## config.mk

```make
export PLATFORM = sky130hd
export DESIGN_NAME = rr_mux4
export DESIGN_NICKNAME = d
export VERILOG_FILES = /design/src/rtl/rr_mux4.sv
export SDC_FILE = /design/constraint.sdc
export NUM_CORES = 1
export LEC_CHECK = 0
export CAP_MARGIN = 20
export CORE_ASPECT_RATIO = 0.8
export CORE_MARGIN = 2
export CORE_UTILIZATION = 39
export CTS_CLUSTER_DIAMETER = 40
export DETAILED_ROUTE_END_ITERATION = 10
export PLACE_DENSITY = 0.83
export SYNTH_ARGS = -nofsm -noshare
export SYNTH_HDL_FRONTEND = slang
export SYNTH_SLANG_ARGS = --single-unit
```

## constraint.sdc

```tcl
create_clock -name clk -period 3.3 [get_ports clk]
set_input_delay 0.825 -clock clk [delete_from_list [all_inputs] [get_ports clk]]
set_output_delay 0.825 -clock clk [all_outputs]
set_load 0.03 [all_outputs]
```

## src/rtl/rr_mux4.sv

```systemverilog
// ---------------------------------------------------------------------------
// rr_mux4 -- 4-to-1 round-robin collector with a single-entry output buffer.
//
// Merges four WIDTH-bit source channels (A..D) onto one valid/ready output
// stream. A combinational round-robin arbiter chooses which source to load.
// The chosen word is held in a one-deep registered buffer. sel reports which
// channel the buffered word came from: 00=A, 01=B, 10=C, 11=D.
//
// Ports:
//   clk        in   system clock, rising edge
//   rst_n      in   synchronous active-low reset
//   A,B,C,D    in   channel 0..3 data (WIDTH bits)
//   in_valid   in   per-channel valid, bit0=A .. bit3=D
//   in_ready   out  per-channel grant, one-hot or zero
//   data       out  buffered output word
//   sel        out  source channel of data
//   out_valid  out  buffer holds a word
//   out_ready  in   consumer accepts the word
//   grant_cnt  out  (only with RR_MUX4_GRANT_CNT_EN) four 8-bit wrapping
//                   per-channel transfer counters, [7:0]=A .. [31:24]=D
//
// Optional feature macro: RR_MUX4_GRANT_CNT_EN
// ---------------------------------------------------------------------------
module rr_mux4 #(
    parameter int WIDTH = 8
) (
    input  logic             clk,
    input  logic             rst_n,
    input  logic [WIDTH-1:0] A,
    input  logic [WIDTH-1:0] B,
    input  logic [WIDTH-1:0] C,
    input  logic [WIDTH-1:0] D,
    input  logic [3:0]       in_valid,
    output logic [3:0]       in_ready,
    output logic [WIDTH-1:0] data,
    output logic [1:0]       sel,
    output logic             out_valid,
    input  logic             out_ready
`ifdef RR_MUX4_GRANT_CNT_EN
    ,
    output logic [31:0]      grant_cnt
`endif
);

    typedef enum logic {
        EMPTY = 1'b0,
        FULL  = 1'b1
    } state_t;

    state_t           state_q, state_d;
    logic [WIDTH-1:0] data_q, data_d;
    logic [1:0]       sel_q, sel_d;
    logic [1:0]       ptr_q, ptr_d;

    logic [WIDTH-1:0] ch_data [4];
    logic [1:0]       cand [4];
    logic             grant_found;
    logic [1:0]       grant_idx;
    logic             can_load;
    logic             xfer;

    assign ch_data[0] = A;
    assign ch_data[1] = B;
    assign ch_data[2] = C;
    assign ch_data[3] = D;

    // cand[k] is the channel examined at priority position k (ptr + k, mod 4).
    generate
        for (genvar gi = 0; gi < 4; gi++) begin : g_cand
            assign cand[gi] = ptr_q + 2'(gi);
        end
    endgenerate

    // Scan from lowest priority to highest, so the highest-priority valid
    // channel is the last one written and wins.
    always_comb begin
        grant_found = 1'b0;
        grant_idx   = 2'd0;
        for (int k = 3; k >= 0; k--) begin
            if (in_valid[cand[k]]) begin
                grant_found = 1'b1;
                grant_idx   = cand[k];
            end
        end
    end

    assign can_load = (state_q == EMPTY) || out_ready;

    // The grant is gated by rst_n so nothing is ever offered during reset.
    assign xfer     = rst_n && grant_found && can_load;
    assign in_ready = xfer ? (4'b0001 << grant_idx) : 4'b0000;

    // Next-state / buffer update. A load always wins over a pop, which
    // gives back-to-back throughput when the consumer is ready.
    always_comb begin
        state_d = state_q;
        data_d  = data_q;
        sel_d   = sel_q;
        ptr_d   = ptr_q;
        if (xfer) begin
            data_d = ch_data[grant_idx];
            sel_d  = grant_idx;
            ptr_d  = grant_idx + 2'd1;
        end
        case (state_q)
            EMPTY: begin
                if (xfer) state_d = FULL;
            end
            FULL: begin
                if (xfer)           state_d = FULL;
                else if (out_ready) state_d = EMPTY;
            end
            default: state_d = EMPTY;
        endcase
    end

    always_ff @(posedge clk) begin
        if (!rst_n) begin
            state_q <= EMPTY;
            data_q  <= '0;
            sel_q   <= 2'd0;
            ptr_q   <= 2'd0;
        end else begin
            state_q <= state_d;
            data_q  <= data_d;
            sel_q   <= sel_d;
            ptr_q   <= ptr_d;
        end
    end

    assign data      = data_q;
    assign sel       = sel_q;
    assign out_valid = (state_q == FULL);

`ifdef RR_MUX4_GRANT_CNT_EN
    // One wrapping 8-bit transfer counter per channel.
    generate
        for (genvar gi = 0; gi < 4; gi++) begin : g_cnt
            logic [7:0] cnt_q, cnt_d;

            always_comb begin
                cnt_d = cnt_q;
                if (xfer && (grant_idx == 2'(gi))) cnt_d = cnt_q + 8'd1;
            end

            always_ff @(posedge clk) begin
                if (!rst_n) cnt_q <= 8'd0;
                else        cnt_q <= cnt_d;
            end

            assign grant_cnt[gi*8 +: 8] = cnt_q;
        end
    endgenerate
`endif

endmodule

```

Word-level counts from Yosys, hierarchy flattened
Index checks and enable logic that the tools add are counted.
- input bits: 39
- bits in registers: 13
- logic and storage cells: 43
- shifts and indexed selects: 1
- mux-type cells: 24
- reduce and logical (&&, ||, !) cells: 3
- bitwise gates (word level): 2
- $add $sub $neg: 4
- order comparisons: 5
- operator list (kind ; count):
    binary-select mux 8 bit (select 2 bit) ; 1
    two-way mux 8 bit ; 2
    less-than comparator 2 x 3 -> 1 bit, second input constant ; 4
    two-way mux 1 bit ; 11
    binary-select mux 1 bit (select 2 bit) ; 4
    two-way mux 2 bit ; 4
    adder 2 x 1 -> 2 bit, second input constant ; 2
    adder 2 bit, second input constant ; 2
    two-way mux 4 bit ; 1
    << shifter 1 x 2 -> 4 bit, first input constant ; 1
    greater-or-equal comparator 3 bit, second input constant ; 1
    NOT 2 -> 3 bit ; 1
    logical AND 1 bit ; 2
    case mux 1 bit (2 select lines) ; 1
    logical OR 1 bit ; 1
    NOT 1 bit ; 1

Depth between registers and ports, before layout
- word-level depth: 11
- gate-level depth with buffers: 8
- gate-level depth less buffers: 6

Worst setup path before layout
No wires, ideal clock.
- path type: input to output
- start: input in_valid[2]
- end: output in_ready[2]
- data arrival time: 2249 ps
- setup slack: 226 ps
- cell stages on the path: 8
- buffers on the path: 2
- required time: 2475 ps
- cells stage by stage: nor2b_4 or4b_4 buf_6 nand2_8 inv_6 buf_8 ha_1 and2_1
- elaborated cells between the ends (all ways): 20
- RTL lines (what ; RTL line ; RTL):
    from (decl) ; 33 ; input logic [3:0] in_valid,
    binary-select mux 1 bit (select 2 bit) ; 80 ; if (in_valid[cand[k]]) begin
    two-way mux 1 bit (implied by the code) ; 80 ;
    two-way mux 2 bit (3 in series) ; 80 ;
    two-way mux 2 bit * ; 80 ;
    via grant_idx[0] ; 58 ; logic [1:0] grant_idx;
    << shifter 1 x 2 -> 4 bit * ; 91 ; assign in_ready = xfer ? (4'b0001 << grant_idx) : 4'b0000;
    two-way mux 4 bit * ; 91 ;
    to (decl) ; 34 ; output logic [3:0] in_ready,
Mark *: on every way through the listed nets, which the timed path passes. The rest lies on a longest branch. The select of a mux whose other input is x is not followed.

Worst setup path after layout
- start: input in_valid[2]
- end: output in_ready[0]
Same word-level chain as after synthesis.

==> reports/metrics.json <==
{
  "crit_path_max_fanout": 4,
  "post_drt_via_cell_ratio": 5.36,
  "synth-edff-count": 0,
  "die_width_um": 61.1,
  "number_of_global_route_vias_before_repair": 1142,
  "grt.total_usage": 0.229,
  "core_um2": 2460,
  "max_freq_mhz": 310,
  "pre_cts_slack_ns": -0.208,
  "finalWorstSetupSlack_ns": 0.0736,
  "tritoncts_clock_tree": "yes",
  "nFillCells": 221,
  "worst_setup_path_start_kind": "input pin",
  "numPortBuffers": 53,
  "power_density_nw_per_um2": 417,
  "hold_buf_cts": 0,
  "timing.max_slew.rel_slack": 0.563,
  "clkTransAtPathRegs_ns": 0.08,
  "finalHoldViolCount": 0,
  "synth_nets": 161,
  "die_height_um": 49.7,
  "clockBufferDepth": 2,
  "global_route_wire_length_before_repair_mm": 5.31,
  "worst-endpoint-required_ns": 2.47,
  "fp-row-count": 16,
  "floorplan.io_pins": 54,
  "crit_path_end_kind": "primary output",
  "netlist_top_cells_area": "sky130_fd_sc_hd__dfxtp_1 26%, sky130_fd_sc_hd__a22o_1 6.9%, sky130_fd_sc_hd__nand3_1 6.9%, sky130_fd_sc_hd__o221ai_1 6.9%, sky130_fd_sc_hd__o211ai_2 6.1%",
  "run_status": "complete, no violations",
  "ys.flop_type": "sky130_fd_sc_hd__dfxtp_1",
  "ys_async_sr_fraction": 0,
  "cts_inserted_buffers": 3,
  "htreeDepth": 1,
  "detailed_place_hpwl_mm": 2.51,
  "grt_setup_unrepaired": "no",
  "syn_area_per_cell_um2": 8.63,
  "share_of_layout_cells_above_drive_strength_1": 0.181,
  "start_util": 0.414,
  "post-synth-top-count-cell": "sky130_fd_sc_hd__nand3_1",
  "hold_path_class": "reg -> reg",
  "drt-total-wl_mm": 3.21,
  "detailedRoute.firstIterationViolations": 43,
  "drcViolationCount": 0,
  "yosys-top-cells-count": "14 x sky130_fd_sc_hd__nand3_1, 13 x sky130_fd_sc_hd__dfxtp_1, 12 x sky130_fd_sc_hd__nand2_1",
  "ant_nets": 0,
  "synth_area_um2": 1020,
  "grt_overflow": 0,
  "worst_max_slew_pin_slew_ns": 0.652,
  "cts_root_buffer": "sky130_fd_sc_hd__clkbuf_4",
  "die-area_um2": 3040,
  "syn2layout_area_growth_pct": 58.7,
  "clock_skew_ns": 0.00186,
  "timing.final.crit_period_ns": 3.23,
  "cell_count_after_synthesis": 118,
  "path_class": "in -> out",
  "setup_viol": 0,
  "vdd_drop_max_mv": 0.270,
  "yosys_warnings": 0,
  "clk_latency_ns": 0.28,
  "insertedDiodeCount": 0,
  "final_net_count": 221,
  "detail_route.first_pass.iterations": 4,
  "cts_sink_cnt": 13,
  "drv.max_cap_violation_count": 0,
  "leakage_nw": 0.694,
  "place.gp.congestion": 0.829,
  "finish.utilization": 0.657,
  "synth_top_area_frac": 0.256,
  "yosys.area.top_type": "sky130_fd_sc_hd__dfxtp_1",
  "grt_start_max_net_pins": 17,
  "wl_per_cell_um": 15.1,
  "yosysSeqAreaShare": 0.256,
  "fin_crit_sh": 0.978,
  "dr_total_vias": 1141,
  "yosys.cell_types.count": 31,
  "worst_ep_arrival_time_ns": 2.40,
  "synth-seq-cells": 13,
  "grt_antenna_before_repair": 0,
  "final_max_slew_viol_count": 0
}
## logic make-up (layout without fill, tap and decap cells)
kind of cell / count (synthesis) / count (layout) / share of synthesized area
fa+ha+maj: 4 / 4 / 0.0491
mux: 1 / 1 / 0.00983
flops: 13 / 13 / 0.256
compound gates: 33 / 33 / 0.279
buf+inv: 18 / 77 / 0.112
simple gates: 49 / 49 / 0.295
## critical path: stages
cell and delay [ns]:
sky130_fd_sc_hd__dlygate4sd2_1 0.25, sky130_fd_sc_hd__nor2b_4 0.13, sky130_fd_sc_hd__or4b_4 0.58, sky130_fd_sc_hd__nand2_8 0.11, sky130_fd_sc_hd__inv_6 0.03, sky130_fd_sc_hd__ha_1 0.15
sky130_fd_sc_hd__and2_1 0.14, sky130_fd_sc_hd__buf_4 0.16
## through the flow
step | area, um2 | power [mW] | instances | TNS [ns] | hold WS (ns)
final | 1620 | 0.674 | 213 | 0 | 0.487
after global routing | 1620 | 0.711 | 213 | 0 | 0.499
after CTS | 1620 | 0.679 | 213 | 0 | 0.489
after detailed placement | 1590 | 0.575 | 209 | -0.773 | 0.465
after global placement | 1590 | 0.564 | 209 | -0.350 | 0.458
after floorplan | 1020 | 0.434 | 118 | 0 | 0.504
## per-layer routing
metal	wire length [um]	global-route usage	share of wire
met5	0	0	0
met4	12	0.0254	0.0037
met2	1630	0.388	0.51
met1	1360	0.297	0.42
met3	207	0.0577	0.064
## cell type report
type / instances / area [um2] / area share
Clock buffer: 4 / 26.3 / 0.0163
Inverter: 10 / 42.5 / 0.0263
Multi-Input combinational cell: 87 / 652 / 0.403
Sequential cell: 13 / 260 / 0.161
Tap cell: 36 / 45.0 / 0.0279
Timing Repair Buffer: 63 / 591 / 0.365
## power by group
group | total (mW) | switching, mW | internal (mW) | leakage (nW)
registers | 0.206 | 0.0187 | 0.187 | 0.108
clock network | 0.102 | 0.0550 | 0.0469 | 0.0150
logic | 0.366 | 0.194 | 0.172 | 0.570
total | 0.674 | 0.268 | 0.406 | 0.694
## final timing paths
path	start	end	slack, ns	depth (start not counted)
setup reg to reg	ptr_q[0]	data[4]	1.44	6
hold reg to reg	data[2]	data[2]	0.49	1
hold / removal	data[2]	data[2]	0.49	1
setup / recovery	in_valid[2]	in_ready[0]	0.07	8
## layout by cell type (no fill, tap or decap), types with 2 or more instances in the layout
cell type,synthesis,routed
sky130_fd_sc_hd__clkdlybuf4s50_1,0,45
sky130_fd_sc_hd__nand3_1,14,14
sky130_fd_sc_hd__buf_4,0,14
sky130_fd_sc_hd__dfxtp_1,13,13
sky130_fd_sc_hd__nand2_1,12,12
sky130_fd_sc_hd__inv_1,9,9
sky130_fd_sc_hd__o221ai_1,8,8
sky130_fd_sc_hd__a22o_1,8,8
sky130_fd_sc_hd__nor2b_1,8,7
sky130_fd_sc_hd__o211ai_2,5,5
sky130_fd_sc_hd__and2_1,4,4
sky130_fd_sc_hd__o211ai_1,4,4
sky130_fd_sc_hd__ha_1,4,4
sky130_fd_sc_hd__dlygate4sd2_1,0,4
sky130_fd_sc_hd__nor2_1,3,3
sky130_fd_sc_hd__o21ai_0,3,3
sky130_fd_sc_hd__clkbuf_4,0,3
sky130_fd_sc_hd__nand3_2,2,2
## timing repair
item,CTS,global route
setup endpoints to repair,4,2
gates resized for setup,6,0
setup buffers,0,0
pin swaps,3,3
## flip-flops by register name (all words and copies together) (netlist names)
register and cells:
data 8, out_valid 1, ptr_q 2, sel 2
Note: power is estimated with default switching activity, not from simulation.
